`src/rtl/mast_frame_ctrl.sv`:
```
// ============================================================================
// mast_frame_ctrl
// ----------------------------------------------------------------------------
// I2C master frame sequencer. Each accepted request runs one single-byte
// transaction: START, 7-bit address + R/W, slave ACK slot, one data byte,
// ACK slot (slave ACK for writes, master ACK/NACK for reads), STOP.
// The block generates SCL and steers the external frame mux, RX demux and
// ACK/NACK mux. It reports the read byte, completion and a slave NACK.
//
// Parameter
//   CLK_DIV              clk cycles per SCL half-period (>= 2)
//
// Ports
//   master_clk           system clock, rising edge
//   master_rst_n         asynchronous active-low reset
//   master_start         one-cycle request, sampled only in IDLE
//   master_rw            0 = write, 1 = read (latched with start)
//   master_addr[6:0]     slave address (latched with start)
//   master_wdata[7:0]    write byte (latched with start)
//   master_last          read only: 1 = send NACK, 0 = send ACK (latched)
//   master_ack           slave ACK bit from demux (0 = ACK)
//   master_slavedata     slave data bit from demux
//   master_scl_in        SCL as seen on the bus (MASTER_CLKSTRETCH_EN only)
//   master_scl           SCL to the bus
//   master_sda_en        1 = drive SDA from mux, 0 = release SDA
//   master_mux_select    00 zero, 01 addr, 10 data, 11 ack
//   master_addrslave     current address/RW bit, MSB first
//   master_dataslave     current write-data bit, MSB first
//   master_demux_select  0 = SDA to master_ack, 1 = SDA to master_slavedata
//   master_ack_sel       1 = master sends ACK, 0 = master sends NACK
//   master_rdata[7:0]    read byte, valid while master_done is high
//   master_busy          frame in progress
//   master_done          one-cycle end-of-frame pulse
//   master_nack_err      slave NACK seen, held until next accepted start
//
// Optional feature: define MASTER_CLKSTRETCH_EN to add master_scl_in and let
// a slave stretch the clock by holding SCL low while the master releases it.
// ============================================================================
module mast_frame_ctrl #(
    parameter int CLK_DIV = 4
) (
    input  logic       master_clk,
    input  logic       master_rst_n,
    input  logic       master_start,
    input  logic       master_rw,
    input  logic [6:0] master_addr,
    input  logic [7:0] master_wdata,
    input  logic       master_last,
    input  logic       master_ack,
    input  logic       master_slavedata,
`ifdef MASTER_CLKSTRETCH_EN
    input  logic       master_scl_in,
`endif
    output logic       master_scl,
    output logic       master_sda_en,
    output logic [1:0] master_mux_select,
    output logic       master_addrslave,
    output logic       master_dataslave,
    output logic       master_demux_select,
    output logic       master_ack_sel,
    output logic [7:0] master_rdata,
    output logic       master_busy,
    output logic       master_done,
    output logic       master_nack_err
);

    localparam int CW = (CLK_DIV > 1) ? $clog2(CLK_DIV) : 1;
    localparam logic [CW-1:0] DIV_LAST = CW'(CLK_DIV - 1);
    // SDA is updated halfway through the SCL-low phase
    localparam logic [CW-1:0] DIV_MID  = CW'(CLK_DIV / 2 - 1);

    typedef enum logic [3:0] {
        IDLE, START, ADDR, SACK1, DATA, SACK2, MACK, STOP, DONE
    } state_t;

    state_t state, state_next;

    logic [CW-1:0] div_cnt;
    logic [2:0]    bit_cnt;
    logic [7:0]    shreg;
    logic [7:0]    wdata_lat;
    logic          rw_lat, last_lat;
    logic          scl, nack_err;
    logic [7:0]    rdata;
    logic          sda_en, addrslave, dataslave, demux_select, ack_sel;
    logic [1:0]    mux_select;

    logic          active, freeze, tick, bit_state, slot_end, sda_upd;
    logic          en_d, as_d, ds_d, dmx_d, acks_d;
    logic [1:0]    mux_d;

    // While SCL is released high, a slave holding the line low freezes the divider
`ifdef MASTER_CLKSTRETCH_EN
    assign freeze = scl && !master_scl_in;
`else
    assign freeze = 1'b0;
`endif

    assign active    = (state != IDLE) && (state != DONE);
    assign tick      = active && !freeze && (div_cnt == DIV_LAST);
    assign bit_state = (state == ADDR) || (state == SACK1) || (state == DATA) ||
                       (state == SACK2) || (state == MACK);
    assign slot_end  = tick && bit_state && scl;
    // START and the STOP release must move SDA while SCL is high
    assign sda_upd   = (active && !scl && (div_cnt == DIV_MID)) || (state == START) ||
                       ((state == STOP) && (bit_cnt == 3'd2));

    // State register
    always_ff @(posedge master_clk or negedge master_rst_n) begin
        if (!master_rst_n) state <= IDLE;
        else               state <= state_next;
    end

    // Next state plus the SDA-side values wanted for the current state
    always_comb begin
        state_next = state;
        en_d       = 1'b0;
        mux_d      = 2'b00;
        as_d       = 1'b0;
        ds_d       = 1'b0;
        dmx_d      = 1'b0;
        acks_d     = 1'b0;
        case (state)
            IDLE:  if (master_start) state_next = START;
            START: begin
                en_d = 1'b1;
                if (tick) state_next = ADDR;
            end
            ADDR: begin
                en_d  = 1'b1;
                mux_d = 2'b01;
                as_d  = shreg[7];
                if (slot_end && bit_cnt == 3'd7) state_next = SACK1;
            end
            SACK1: if (slot_end) state_next = master_ack ? STOP : DATA;
            DATA: begin
                if (rw_lat) begin
                    dmx_d = 1'b1;
                end else begin
                    en_d  = 1'b1;
                    mux_d = 2'b10;
                    ds_d  = shreg[7];
                end
                if (slot_end && bit_cnt == 3'd7) state_next = rw_lat ? MACK : SACK2;
            end
            SACK2: if (slot_end) state_next = STOP;
            MACK: begin
                en_d   = 1'b1;
                mux_d  = 2'b11;
                acks_d = ~last_lat;
                if (slot_end) state_next = STOP;
            end
            STOP: begin
                en_d = (bit_cnt != 3'd2);
                if (tick && bit_cnt == 3'd2) state_next = DONE;
            end
            DONE:    state_next = IDLE;
            default: state_next = IDLE;
        endcase
    end

    // Divider, SCL, bit counter, shifter, latched request and status
    always_ff @(posedge master_clk or negedge master_rst_n) begin
        if (!master_rst_n) begin
            div_cnt      <= '0;
            bit_cnt      <= 3'd0;
            shreg        <= 8'h00;
            wdata_lat    <= 8'h00;
            rw_lat       <= 1'b0;
            last_lat     <= 1'b0;
            scl          <= 1'b1;
            nack_err     <= 1'b0;
            rdata        <= 8'h00;
            sda_en       <= 1'b0;
            mux_select   <= 2'b00;
            addrslave    <= 1'b0;
            dataslave    <= 1'b0;
            demux_select <= 1'b0;
            ack_sel      <= 1'b0;
        end else begin
            if (state == IDLE && master_start) begin
                shreg     <= {master_addr, master_rw};
                wdata_lat <= master_wdata;
                rw_lat    <= master_rw;
                last_lat  <= master_last;
                nack_err  <= 1'b0;
                div_cnt   <= '0;
                bit_cnt   <= 3'd0;
                scl       <= 1'b1;
            end

            if (active && !freeze) div_cnt <= tick ? '0 : div_cnt + 1'b1;

            if (tick) begin
                if (state == START) begin
                    scl <= 1'b0;
                end else if (state == STOP) begin
                    // STOP halves: SCL low, SCL high, SCL high with SDA released
                    if (bit_cnt == 3'd0) scl <= 1'b1;
                    bit_cnt <= (bit_cnt == 3'd2) ? 3'd0 : bit_cnt + 3'd1;
                    if (bit_cnt == 3'd2 && rw_lat && !nack_err) rdata <= shreg;
                end else if (!scl) begin
                    scl <= 1'b1;
                end else begin
                    scl <= 1'b0;
                    case (state)
                        ADDR: begin
                            shreg   <= {shreg[6:0], 1'b0};
                            bit_cnt <= bit_cnt + 3'd1;
                        end
                        SACK1: begin
                            if (master_ack) nack_err <= 1'b1;
                            shreg <= rw_lat ? 8'h00 : wdata_lat;
                        end
                        DATA: begin
                            shreg   <= {shreg[6:0], rw_lat & master_slavedata};
                            bit_cnt <= bit_cnt + 3'd1;
                        end
                        SACK2: if (master_ack) nack_err <= 1'b1;
                        default: ;
                    endcase
                end
            end

            if (sda_upd) begin
                sda_en       <= en_d;
                mux_select   <= mux_d;
                addrslave    <= as_d;
                dataslave    <= ds_d;
                demux_select <= dmx_d;
                ack_sel      <= acks_d;
            end
        end
    end

    assign master_scl          = scl;
    assign master_sda_en       = sda_en;
    assign master_mux_select   = mux_select;
    assign master_addrslave    = addrslave;
    assign master_dataslave    = dataslave;
    assign master_demux_select = demux_select;
    assign master_ack_sel      = ack_sel;
    assign master_rdata        = rdata;
    assign master_nack_err     = nack_err;
    assign master_busy         = active;
    assign master_done         = (state == DONE);

endmodule

```
`config.mk`:
```
export PLATFORM = sky130hd
export DESIGN_NAME = mast_frame_ctrl
export DESIGN_NICKNAME = d
export VERILOG_FILES = /design/src/rtl/mast_frame_ctrl.sv
export SDC_FILE = /design/constraint.sdc
export NUM_CORES = 1
export LEC_CHECK = 0
export BUFFER_PORTS_ARGS = -buffer_cell sky130_fd_sc_hd__clkbuf_2
export CAP_MARGIN = 20
export CORE_MARGIN = 2
export CORE_UTILIZATION = 24
export CTS_BUF_LIST = sky130_fd_sc_hd__clkbuf_4 sky130_fd_sc_hd__clkbuf_8
export CTS_CLUSTER_DIAMETER = 80
export DETAILED_ROUTE_END_ITERATION = 12
export PLACE_DENSITY = 0.39
export RECOVER_POWER = 25
export SYNTH_ARGS = -nofsm -noshare
export SYNTH_HDL_FRONTEND = slang
export SYNTH_SLANG_ARGS = --single-unit
export TNS_END_PERCENT = 50
```
`constraint.sdc`:
```
create_clock -name master_clk -period 2.8 [get_ports master_clk]
set_input_delay 0.42 -clock master_clk [delete_from_list [all_inputs] [get_ports master_clk]]
set_output_delay 0.42 -clock master_clk [all_outputs]
set_load 0.02 [all_outputs]
```
After elaboration in Yosys (flattened, before gate mapping)
Cells that the tools add are included.

Multiplexer cells: 50. Reductions and logical operators: 30. $add $sub $neg: 2. Bitwise operators: 3. Equal/unequal tests: 21.

Operator list (count): 8-bit two-way mux (6); 4-bit two-way mux (7); 4-bit one-hot mux with 7 select lines (1); 8-bit one-hot mux with 3 select lines (1); 3-bit two-way mux (7); 1-bit two-way mux (20); 4-bit by 3-bit equality test with 1-bit output, second input constant (4); 1-bit logical AND (12); 2-bit two-way mux (6); 4-bit by 2-bit equality test with 1-bit output, second input constant (2); 2-bit by 1-bit != test with 1-bit output, second input constant (4); 7-bit AND reduction (1); 1-bit logical OR (6); 2-bit != test, second input constant (3); 2-bit one-hot mux with 3 select lines (1); 2-bit OR reduction (3); 4-bit by 1-bit equality test with 1-bit output, second input constant (1); 4-bit equality test, second input constant (1); 4-bit logical NOT (1); 4-bit != test, second input constant (1); 4-bit AND reduction (1); 4-bit nonzero test (1); 3-bit by 1-bit adder with 3-bit output, second input constant (1); 3-bit by 2-bit equality test with 1-bit output, second input constant (1); 12 further kinds (14).

Logic and storage cells: 122. Output and inout port bits: 19. Register bits: 44. Input bits: 22.

Longest topological paths before layout
Gate-level depths: netlist (run 1).

Depth in word-level cells: 10. Mapped depth: 7. Mapped depth without buffers: 6.

Worst setup path after synthesis (run 1)
Ideal clock, no wire load.

Kind: reg-to-reg. From: reg div_cnt[0]. To: reg rdata[0], in the netlist master_rdata[0]. Buffers on the path: 1. Arrival: 1.655 ns. Library setup time: 0.125 ns. Data required time: 2.675 ns. Path slack: 1.020 ns. Stages on the path, launching flop included: 7. Period minus slack after synthesis: 1.780 ns. Path through: dfrtp_1 -> ha_1 -> o2bb2ai_1 -> a211o_1 -> and4_1 -> buf_6 -> mux2_4.

Cells in the longest elaborated chain, start to end: 3.

Ends and longest elaborated chain: from (decl) (line 78) `logic [CW-1:0] div_cnt;`; from (signal assigned) (line 192) `if (active && !freeze) div_cnt <= tick ? '0 : div_cnt + 1'b1;`; 2-bit equality test (line 100) `assign tick = active && !freeze && (div_cnt == DIV_LAST);`; 1-bit logical AND (line 100); 4-bit AND reduction (no line); to (signal assigned) (line 201) `if (bit_cnt == 3'd2 && rw_lat && !nack_err) rdata <= shreg;`; to (decl) (line 84) `logic [7:0] rdata;`.

Every way passes these cells. A chain may end at the register's enable or synchronous reset.

Worst setup path after layout (run 1)
From: reg state[2]. To: reg rdata[3], in the netlist master_rdata[3].

Cells in the longest elaborated chain, start to end: 4. Elaborated cells between the ends (all ways): 8. Classes of those cells: eq/ne: 3; bitwise: 1; reduce/logical: 4.

Ends and longest elaborated chain: from (decl) (line 76) `state_t state, state_next;`; from (signal assigned) (line 111) `else state <= state_next;`; 4-bit != test / 4-bit nonzero test (equally long branches) (line 99) `assign active = (state != IDLE) && (state != DONE);`; 1-bit logical AND (line 99); 1-bit logical AND (line 100); 4-bit AND reduction (no line) *.

Every way passes the cells marked *; elsewhere a longest branch is shown, timed or not.

==> flow_metrics.tcl, run 1 <==
set metrics [dict create \
    status "complete, no violations" \
    final_antenna_net_count 0 \
    grt_pass1_wl_um 9597 \
    power.density_nw_per_um2 1083 \
    path_class "flip-flop to flip-flop" \
    cts_tree "yes" \
    dieArea_um2 10890 \
    finalCriticalPeriod_ns 2.149 \
    layout_commonest_cell "dfrtp_1" \
    reg2reg_slack_ns 0.65 \
    num_antenna_cells 0 \
    hpwl_um 4118 \
    drtPass1Iterations 4 \
    finalClockSkew_ns 0.007031 \
    ys_async_sr_fraction_pct 100.0 \
    fp.dieH_um 104.4 \
    met3_usage_pct 2.068 \
    path_clk_slew_ns 0.09 \
    synth_cells 201 \
    die_x_um 104.4 \
    overflow 0 \
    initial_utilization_pct 24.73 \
    viasPerCell 4.371 \
    dp.cells 369 \
    regArea_um2 1102 \
    min_to "last_lat$_DFFE_PN0P_" \
    cts_root_buf "clkbuf_8" \
    multi_input_area_um2 1210 \
    relSlewSlack_pct 15.56 \
    postLayoutSetupSlackWorst_ns 0.6507 \
    insertion_delay_ns 0.30 \
    rows 36 \
    r2r-start "state[2]$_DFFE_PN0P_" \
    critPathCaptureType "flip-flop" \
    rsz0062_at_grt "false" \
    hold_class "primary input to flip-flop" \
    finalSetupTns_ns 0 \
    cp.required_ns 2.99 \
    fillers 1058 \
    syn-num-nets 229 \
    tightest_slew_ns 1.267 \
    worst_setup_path_start_kind "flip-flop" \
    yosysSeqAreaShare_pct 45.60 \
    io_buffers 40 \
    totalWireLength_um 5642 \
    setup_viol 0 \
    ys.flop_type "dfrtp_1" \
    timing.final.crit_share_pct 76.76 \
    use_met1_pct 15.10 \
    slew_violations 0 \
    crit_top_cell "buf_4" \
    cap_viol_max_count 0 \
    num_vias 1648 \
    drcViolationCount 0 \
    h-tree-depth 2 \
    fin_util_pct 29.01 \
    antenna_found_initial 0 \
    clock_path_buffers 2 \
    drive_gt1_share_pct 35.66 \
    place_ws_ns 0.6621 \
    core_region_area_um2 9774 \
    hold_buffers 0 \
    place.gp.congestion 0.7196 \
    crit_arrival_ns 2.34 \
    critical_path.top_delay_family "flip-flops" \
    ys_types 44 \
    grt_pass1_vias 1821 \
    fmax_mhz 465.3 \
    io_pins 41 \
    hold_depth 2 \
    synth_edf_count 0 \
    p_leak_nw 1.421 \
    irDropWorstVdd_v 0.0003231 \
    drt_iter0_markers 78 \
    cts-buffers-inserted 5 \
    cp_max_fo 13 \
    path_cells "buf_4 -> nor2_1 -> a32oi_1 -> and4_1 -> buf_4 -> mux2_4" \
    mostFrequentLayoutCells "dfrtp_1, clkbuf_2, mux2i_1" \
    reg2reg_to "master_rdata[3]$_DFFE_PN0P_" \
    synth_area_um2 2417 \
    avgRoutedWirePerCell_um 14.97 \
    worst_path_max_delay_cell "dfrtp_1" \
    path_buf_inv 2 \
    syn_avg_cell_area_um2 12.03 \
    fin_nets 271 \
    cts.repair.resized 0 \
    grtUsageMet2_pct 17.55 \
    grt_max_degree 26 \
    ys_warn_count 0 \
    slowest_delay_ns 0.71 \
    grt.busiest_layer "met2" \
    syn_to_final_growth_pct 17.29 \
    cts.sinks 44 \
    synth-seq-cells 44 \
    r2r_cells 6 \
    hold_violations 0 \
    instances_no_fill 377 \
    gr-usage-all-layers_pct 11.00 \
    min_from "master_last" \
    postCtsSetupBuffers 0 \
]
## worst max path at each step
| stage | startpoint | endpoint | slack, ns | depth (start not counted) |
|---|---|---|---|---|
| global route | state[2]$_DFFE_PN0P_ | master_rdata[4]$_DFFE_PN0P_ | 0.49 | 6 |
| global placement | state[2]$_DFFE_PN0P_ | master_rdata[3]$_DFFE_PN0P_ | 0.62 | 6 |
| floorplan | div_cnt[0]$_DFFE_PN0P_ | master_rdata[0]$_DFFE_PN0P_ | 1.02 | 6 |
| CTS | state[0]$_DFFE_PN0P_ | master_done | 0.63 | 3 |
| detailed placement | state[2]$_DFFE_PN0P_ | master_rdata[3]$_DFFE_PN0P_ | 0.66 | 6 |
| finish | state[2]$_DFFE_PN0P_ | master_rdata[3]$_DFFE_PN0P_ | 0.65 | 6 |
## cells by family after synthesis
logic type	after synthesis	synth area share [%]
buf+inv	18	4.348
fa+ha+maj	6	3.106
xor+xnor	1	0.3624
flops	44	45.60
compound gates	31	9.265
simple gates	54	14.44
mux	47	22.88
## Yosys cell counts (all sizes together), types with 2 or more instances
| cell | n | area share [%] |
|---|---|---|
| o21ai | 5 | 1.3 |
| dfrtp | 43 | 45 |
| mux2i | 20 | 8.3 |
| a211o | 2 | 0.72 |
| nand2 | 12 | 1.9 |
| and4b | 2 | 0.83 |
| o211ai | 2 | 0.62 |
| a21o | 2 | 0.62 |
| a21oi | 4 | 0.83 |
| and2 | 4 | 1.1 |
| nor3b | 2 | 0.83 |
| mux2 | 27 | 15 |
| a22oi | 9 | 2.8 |
| buf | 9 | 2.9 |
| ha | 6 | 3.1 |
| nor2b | 3 | 0.78 |
| inv | 7 | 1.1 |
| clkbuf | 2 | 0.31 |
| nor3 | 7 | 1.9 |
| nor2 | 5 | 0.78 |
| nand2b | 7 | 1.8 |
| nand3 | 4 | 0.83 |
| a221oi | 2 | 0.72 |
| and4 | 2 | 0.72 |
## layout make-up
class / instances / area share, %
repair buffers: 46 / 8.473
well taps: 133 / 5.869
clock inverters: 3 / 0.7502
clock buffers: 5 / 2.427
flip-flops and latches: 44 / 38.88
inverters: 7 / 0.9267
multi-input cells: 139 / 42.67
## layer usage
metal	share of wire, %	vias up
li1	-	816
met3	2.9	2
met4	0.64	0
met5	0	-
met1	49	800
met2	47	30
## through the flow
step | power [mW] | instance area, um^2 | hold WS, ns
after floorplan | 2.314 | 2417 | 0.1244
after global placement | 2.700 | 2750 | 0.4576
after detailed placement | 2.699 | 2750 | 0.4632
after CTS | 3.132 | 2840 | 0.1289
after global routing | 3.356 | 2835 | 0.3381
final | 3.071 | 2835 | 0.3451
## power breakdown
part / leakage (nW) / internal, mW / switching, mW
clock: 0.0445 / 0.178 / 0.240
sequential: 0.552 / 0.912 / 0.317
combinational: 0.824 / 0.703 / 0.722
## sequential cells by signal (all words and copies together) (netlist names)
name	cells
state	4
master_dataslave	1
last_lat	1
shreg	8
master_demux_select	1
bit_cnt	3
master_addrslave	1
rw_lat	1
wdata_lat	8
master_rdata	8
master_ack_sel	1
master_mux_select	2
div_cnt	2
master_nack_err	1
master_scl	1
master_sda_en	1
No activity file was read; power rests on OpenSTA's default activity.
==> run 2: changes to the inputs <==
--- a/config.mk
+++ b/config.mk
@@ -12,7 +12,7 @@
 export CTS_BUF_LIST = sky130_fd_sc_hd__clkbuf_4 sky130_fd_sc_hd__clkbuf_8
 export CTS_CLUSTER_DIAMETER = 80
 export DETAILED_ROUTE_END_ITERATION = 12
-export PLACE_DENSITY = 0.39
+export PLACE_DENSITY = 0.4
 export RECOVER_POWER = 25
 export SYNTH_ARGS = -nofsm -noshare
 export SYNTH_HDL_FRONTEND = slang
==> constraint.sdc (replaced) <==
create_clock -name master_clk -period 1.8 [get_ports master_clk]
set_input_delay 0.27 -clock master_clk [delete_from_list [all_inputs] [get_ports master_clk]]
set_output_delay 0.27 -clock master_clk [all_outputs]
set_load 0.02 [all_outputs]
==> run 2 against run 1 <==
  * Via count up 9.4%
  * First-iteration DRC count increased by 1.3%
  * Utilization rose by 4.0 points
  * Critical path type is now flip-flop to output port
  * Largest power group unchanged
==> flow_metrics.tcl, run 2 (synthesis gave the netlist of run 1 again) <==
set metrics [dict create \
    fillers 1030 \
    finalClockSkew_ns 0.006666 \
    grt_pass1_wl_um 9770 \
    irDropWorstVdd_v 0.0005251 \
    crit_path_start "state[1]$_DFFE_PN0P_" \
    relSlewSlack_pct 31.20 \
    drt_iter0_markers 79 \
    instances_no_fill 411 \
    fp.dieH_um 104.4 \
    fmax_mhz 568.3 \
    io_buffers 40 \
    crit_top_cell "buf_6" \
    p_leak_nw 1.624 \
    cp-endpoint "master_done" \
    h-tree-depth 2 \
    cap_viol_max_count 0 \
    cp_max_fo 7 \
    viasPerCell 4.387 \
    path_cells "buf_6 -> nor3_4 -> buf_6 -> and2_4 -> buf_8" \
    status "complete, no violations" \
    slew_violations 0 \
    dieArea_um2 10890 \
    rows 36 \
    critPathCaptureType "output port" \
    placed_area_um2 3010 \
    tightest_slew_ns 1.032 \
    finalSetupTns_ns 0 \
    place_ws_ns -0.06077 \
    r2r-start "div_cnt[0]$_DFFE_PN0P_" \
    dp.cells 397 \
    design_area_um2 3227 \
    clock_path_buffers 2 \
    core_region_area_um2 9774 \
    r2r_cells 5 \
    hold_class "primary input to flip-flop" \
    hpwl_um 4251 \
    avgRoutedWirePerCell_um 14.62 \
    io_pins 41 \
    hold_violations 0 \
    fin_nets 305 \
    drcViolationCount 0 \
    timing.final.crit_share_pct 97.76 \
    postLayoutSetupSlackWorst_ns 0.04031 \
    drtPass1Iterations 4 \
    rsz0062_at_grt "true" \
    mostFrequentLayoutCells "dfrtp_1, clkbuf_2, buf_4" \
    gr-usage-all-layers_pct 11.17 \
    overflow 0 \
    worst_path_max_delay_cell "dfrtp_2" \
    layout_commonest_cell "dfrtp_1" \
    path_class "flip-flop to output port" \
    die_x_um 104.4 \
    drive_gt1_share_pct 48.20 \
    cts_root_buf "clkbuf_8" \
    antenna_found_initial 0 \
    slowest_delay_ns 0.47 \
    cp.required_ns 1.53 \
    setup_viol 0 \
    insertion_delay_ns 0.30 \
    finalCriticalPeriod_ns 1.760 \
    initial_utilization_pct 24.73 \
    reg2reg_slack_ns 0.06 \
    cts-buffers-inserted 5 \
    reg2reg_to "state[1]$_DFFE_PN0P_" \
    path_clk_slew_ns 0.09 \
    crit_arrival_ns 1.49 \
    cts.sinks 44 \
    place.gp.congestion 0.7285 \
    num_antenna_cells 0 \
    num_vias 1803 \
    totalWireLength_um 6009 \
    holdWs_ns 0.1934 \
    worst_setup_path_start_kind "flip-flop" \
    syn_to_final_growth_pct 33.49 \
    cts_tree "yes" \
    grt_max_degree 45 \
    final_antenna_net_count 0 \
    power.density_nw_per_um2 1734 \
    grt_pass1_vias 1902 \
]
==> run 2: critical path: cells and delay by family, from the launching register on <==
family	cells	cell delay, ns
buffers and inverters	3	0.38
flip-flops	1	0.47
AND/OR/NAND/NOR	2	0.34
==> run 2: area by class of cell <==
| class | instances | area (um^2) | area share, % |
|---|---|---|---|
| tap | 133 | 166.4 | 5.157 |
| sequential | 44 | 1106 | 34.28 |
| inverter | 7 | 26.28 | 0.8143 |
| clock inverter | 2 | 13.76 | 0.4265 |
| clock buffer | 6 | 82.58 | 2.559 |
| multi-input combinational | 139 | 1269 | 39.32 |
| timing repair buffer | 80 | 563.0 | 17.45 |
==> run 2: layer usage <==
layer | GRT usage [%] | up-vias | share of wire [%]
met1 | 15.91 | 893 | 51
met5 | 0 | - | 0
met2 | 17.60 | 29 | 46
met4 | 2.896 | 0 | 0.82
met3 | 1.692 | 4 | 2.4
li1 | - | 877 | -
==> run 2: repair_timing <==
item / in CTS / in global routing
hold buffers: 1 / 0
setup buffers: 3 / 2
gates resized for setup: 9 / 13
endpoints found under the setup margin: 20 / 20
pin swaps: 1 / 5
hold endpoints to repair: 43 / 0
==> run 2: metrics by stage <==
stage / power, mW / util [%]
6_report: 5.597 / 33.01
4_1_cts: 5.506 / 32.40
3_5_place_dp: 4.719 / 30.80
3_3_place_gp: 4.714 / 30.80
2_1_floorplan: 3.599 / -
5_1_grt: 6.026 / 33.01
==> run 2: report_power, final <==
part | leakage, nW | internal, mW | switching [mW] | total, mW
clock | 0.0516 | 0.315 | 0.374 | 0.689
sequential | 0.550 | 1.43 | 0.373 | 1.80
combinational | 1.02 | 1.65 | 1.45 | 3.11
total | 1.62 | 3.40 | 2.20 | 5.60
==> run 2: how the worst min path moves through the flow <==
stage | from | to | slack (ns) | cells after the start
global placement | master_rst_n | master_demux_select$_DFFE_PN0P_ | 0.28 | 2
finish | master_wdata[1] | wdata_lat[1]$_DFFE_PN0P_ | 0.19 | 2
CTS | master_wdata[7] | wdata_lat[7]$_DFFE_PN0P_ | 0.18 | 2
global route | master_wdata[0] | wdata_lat[0]$_DFFE_PN0P_ | 0.18 | 2
floorplan | master_rst_n | bit_cnt[0]$_DFF_PN0_ | -0.03 | 0
detailed placement | master_rst_n | last_lat$_DFFE_PN0P_ | 0.28 | 2
==> run 3: changes to the inputs <==
--- a/config.mk
+++ b/config.mk
@@ -5,6 +5,7 @@
 export SDC_FILE = /design/constraint.sdc
 export NUM_CORES = 1
 export LEC_CHECK = 0
+export ABC_AREA = 1
 export BUFFER_PORTS_ARGS = -buffer_cell sky130_fd_sc_hd__clkbuf_2
 export CAP_MARGIN = 20
 export CORE_MARGIN = 2
==> run 3 against run 2 <==
  * Hold slack worse by 0.050 ns
  * Cell area down 12%
  * Die area is 3.0% lower
  * Fmax is 5.1% higher
  * Critical path depth shrank 1
  * Via count grew 11%
  * Clock skew increased by 0.0011 ns
  * Routed wire length is 2.5% lower
  * First-iteration DRC count shrank 16%
  * Setup slack improved by 0.086 ns
  * Cell count increased by 18%
  * Combinational power shrank 34%
  * Critical path type unchanged
  * Largest cell class is now sequential cells
  * Highest routed layer unchanged
==> flow_metrics.tcl, run 3 <==
set metrics [dict create \
    worst_setup_path_start_kind "flip-flop" \
    yosysMostFrequentCell "nand2_1" \
    cap_viol_max_count 0 \
    setup_viol 0 \
    syn_to_final_growth_pct 20.89 \
    num_vias 2007 \
    h-tree-depth 2 \
    p_leak_nw 1.569 \
    hold_class "primary input to flip-flop" \
    cts.repair.resized 0 \
    grt_pass1_wl_um 9715 \
    muxShareOfSynthArea_pct 0 \
    synth_simple_gate_area_share_pct 35.26 \
    mostFrequentLayoutCells "nand2_1, dfrtp_1, clkbuf_2" \
    switchingPower_mw 2.028 \
    fmax_mhz 597.3 \
    overflow 0 \
    clock_path_buffers 2 \
    min_to "wdata_lat[4]$_DFFE_PN0P_" \
    ys.flop_type "dfrtp_1" \
    grt_pass1_vias 1909 \
    ys_async_sr_fraction_pct 100.0 \
    ys_types 27 \
    finalCriticalPeriod_ns 1.674 \
    relSlewSlack_pct 23.38 \
    p_int_mw 2.481 \
    cp_max_fo 6 \
    core_region_area_um2 9639 \
    fp.dieH_um 102.8 \
    synth-compound-area-share_pct 7.105 \
    gr-usage-all-layers_pct 11.98 \
    yosysSeqAreaShare_pct 47.06 \
    synth_area_leaders "dfrtp_1, nand2_1, inv_1" \
    rows 36 \
    slew_violations 0 \
    postCtsSetupBuffers 0 \
    synth.top_cell.area_share_pct 45.94 \
    syn-num-nets 331 \
    cts-buffers-inserted 5 \
    initial_utilization_pct 24.30 \
    num_antenna_cells 0 \
    drtPass1Iterations 4 \
    yosysTopAreaCell "dfrtp_1" \
    place.gp.congestion 0.8031 \
    cts_tree "yes" \
    synth_top_family_by_area "simple AND/OR/NAND/NOR gates" \
    hold_buffers 0 \
    timing.final.crit_share_pct 93.01 \
    antenna_found_initial 0 \
    drive_gt1_share_pct 24.86 \
    irDropWorstVdd_v 0.0004055 \
    finalClockSkew_ns 0.007806 \
    clock_power_share_pct 18.4 \
    ys_warn_count 0 \
    crit_arrival_ns 1.40 \
    die_x_um 102.8 \
    design_area_um2 2831 \
    synth_area_um2 2342 \
    hpwl_um 4362 \
    grt_max_degree 45 \
    min_from "master_wdata[4]" \
    cts.sinks 44 \
    critPathCaptureType "output port" \
    share_comb_of_total_power_pct 45.6 \
    avgRoutedWirePerCell_um 12.13 \
    r2r-start "bit_cnt[0]$_DFF_PN0_" \
    synth_xor_area_share_pct 0 \
    insertion_delay_ns 0.31 \
    reg2reg_slack_ns 0.21 \
    cp.required_ns 1.53 \
    path_clk_slew_ns 0.09 \
    p_sw_share_pct 44.97 \
    drcViolationCount 0 \
    tightest_slew_ns 1.149 \
    drt_iter0_markers 66 \
    synth_common_cells "nand2_1, dfrtp_1, inv_1, nand3_1, o21ai_1" \
    syn_avg_cell_area_um2 7.730 \
    hold_depth 3 \
    reg2reg_to "master_sda_en$_DFFE_PN0P_" \
    dieArea_um2 10570 \
    rsz0062_at_grt "false" \
    hold_violations 0 \
    power.density_nw_per_um2 1593 \
    r2r_cells 9 \
    path_class "flip-flop to output port" \
    layout_commonest_cell "nand2_1" \
    fin_nets 377 \
    io_buffers 40 \
    seq_power_share_pct 36.0 \
    finalSetupTns_ns 0 \
    crit_path_start "state[1]$_DFFE_PN0P_" \
    io_pins 41 \
    viasPerCell 4.155 \
    synth-seq-cells 44 \
    synth_edf_count 0 \
    status "complete, no violations" \
    placed_area_um2 2713 \
    cts_root_buf "clkbuf_8" \
    synthAdderAreaFrac_pct 3.205 \
    final_antenna_net_count 0 \
    totalWireLength_um 5858 \
    synth_cells 303 \
]
[run 3: worst max-delay path, stage by stage, from the launching register on]
cell	delay [ns]
dfrtp_1	0.48
nor2_4	0.25
nand2_4	0.11
nor2_1	0.10
clkbuf_2	0.17
[run 3: kinds of logic (layout without fill, tap and decap cells)]
logic type / count (synthesis) / in the layout
simple gates: 179 / 179
buf+inv: 43 / 90
fa+ha+maj: 6 / 6
flops: 44 / 44
compound gates: 31 / 31
[run 3: power by group through the flow]
stage | Clock [mW] | Sequential (mW) | Combinational [mW]
2_1_floorplan | 0 | 1.67 | 1.47
3_3_place_gp | 0 | 1.65 | 2.09
3_5_place_dp | 0 | 1.64 | 2.09
4_1_cts | 0.864 | 1.63 | 2.10
5_1_grt | 0.894 | 1.67 | 2.38
6_report | 0.831 | 1.62 | 2.06
[run 3: layout make-up]
type / count / area [um^2]
Timing Repair Buffer: 45 / 235.2
Fill cell: 1084 / 6808
Inverter: 37 / 138.9
Tap cell: 133 / 166.4
Clock buffer: 6 / 82.58
Multi-Input combinational cell: 216 / 1067
Sequential cell: 44 / 1102
Clock inverter: 2 / 38.79
[run 3: metrics by stage]
| step | power [mW] | setup WS [ns] | std cells | util [%] | hold slack (ns) |
|---|---|---|---|---|---|
| 3_3_place_gp | 3.744 | 0.2113 | 475 | 28.14 | 0.4083 |
| 3_5_place_dp | 3.739 | 0.2108 | 475 | 28.14 | 0.4078 |
| 6_report | 4.509 | 0.1259 | 483 | 29.37 | 0.1433 |
| 2_1_floorplan | 3.133 | 0.3538 | 303 | - | -0.02559 |
| 5_1_grt | 4.946 | 0.007288 | 483 | 29.37 | 0.1578 |
| 4_1_cts | 4.591 | 0.09681 | 483 | 29.40 | 0.07070 |
[run 3: worst max path at each step]
stage | to | slack [ns] | cells past startpoint
after floorplan | master_rdata[6]$_DFFE_PN0P_ | 0.35 | 8
final | master_done | 0.13 | 4
after detailed placement | master_sda_en$_DFFE_PN0P_ | 0.21 | 9
after global routing | shreg[2]$_DFF_PN0_ | 0.007 | 7
after CTS | master_done | 0.1 | 4
after global placement | master_sda_en$_DFFE_PN0P_ | 0.21 | 7
[run 3: metal layers]
layer	global-route usage (%)	part of all wire (%)	vias up
met4	5.364	1.3	0
met1	17.64	53	928
met5	0	0	-
met3	1.695	3.1	8
met2	17.40	42	31
li1	-	-	1040
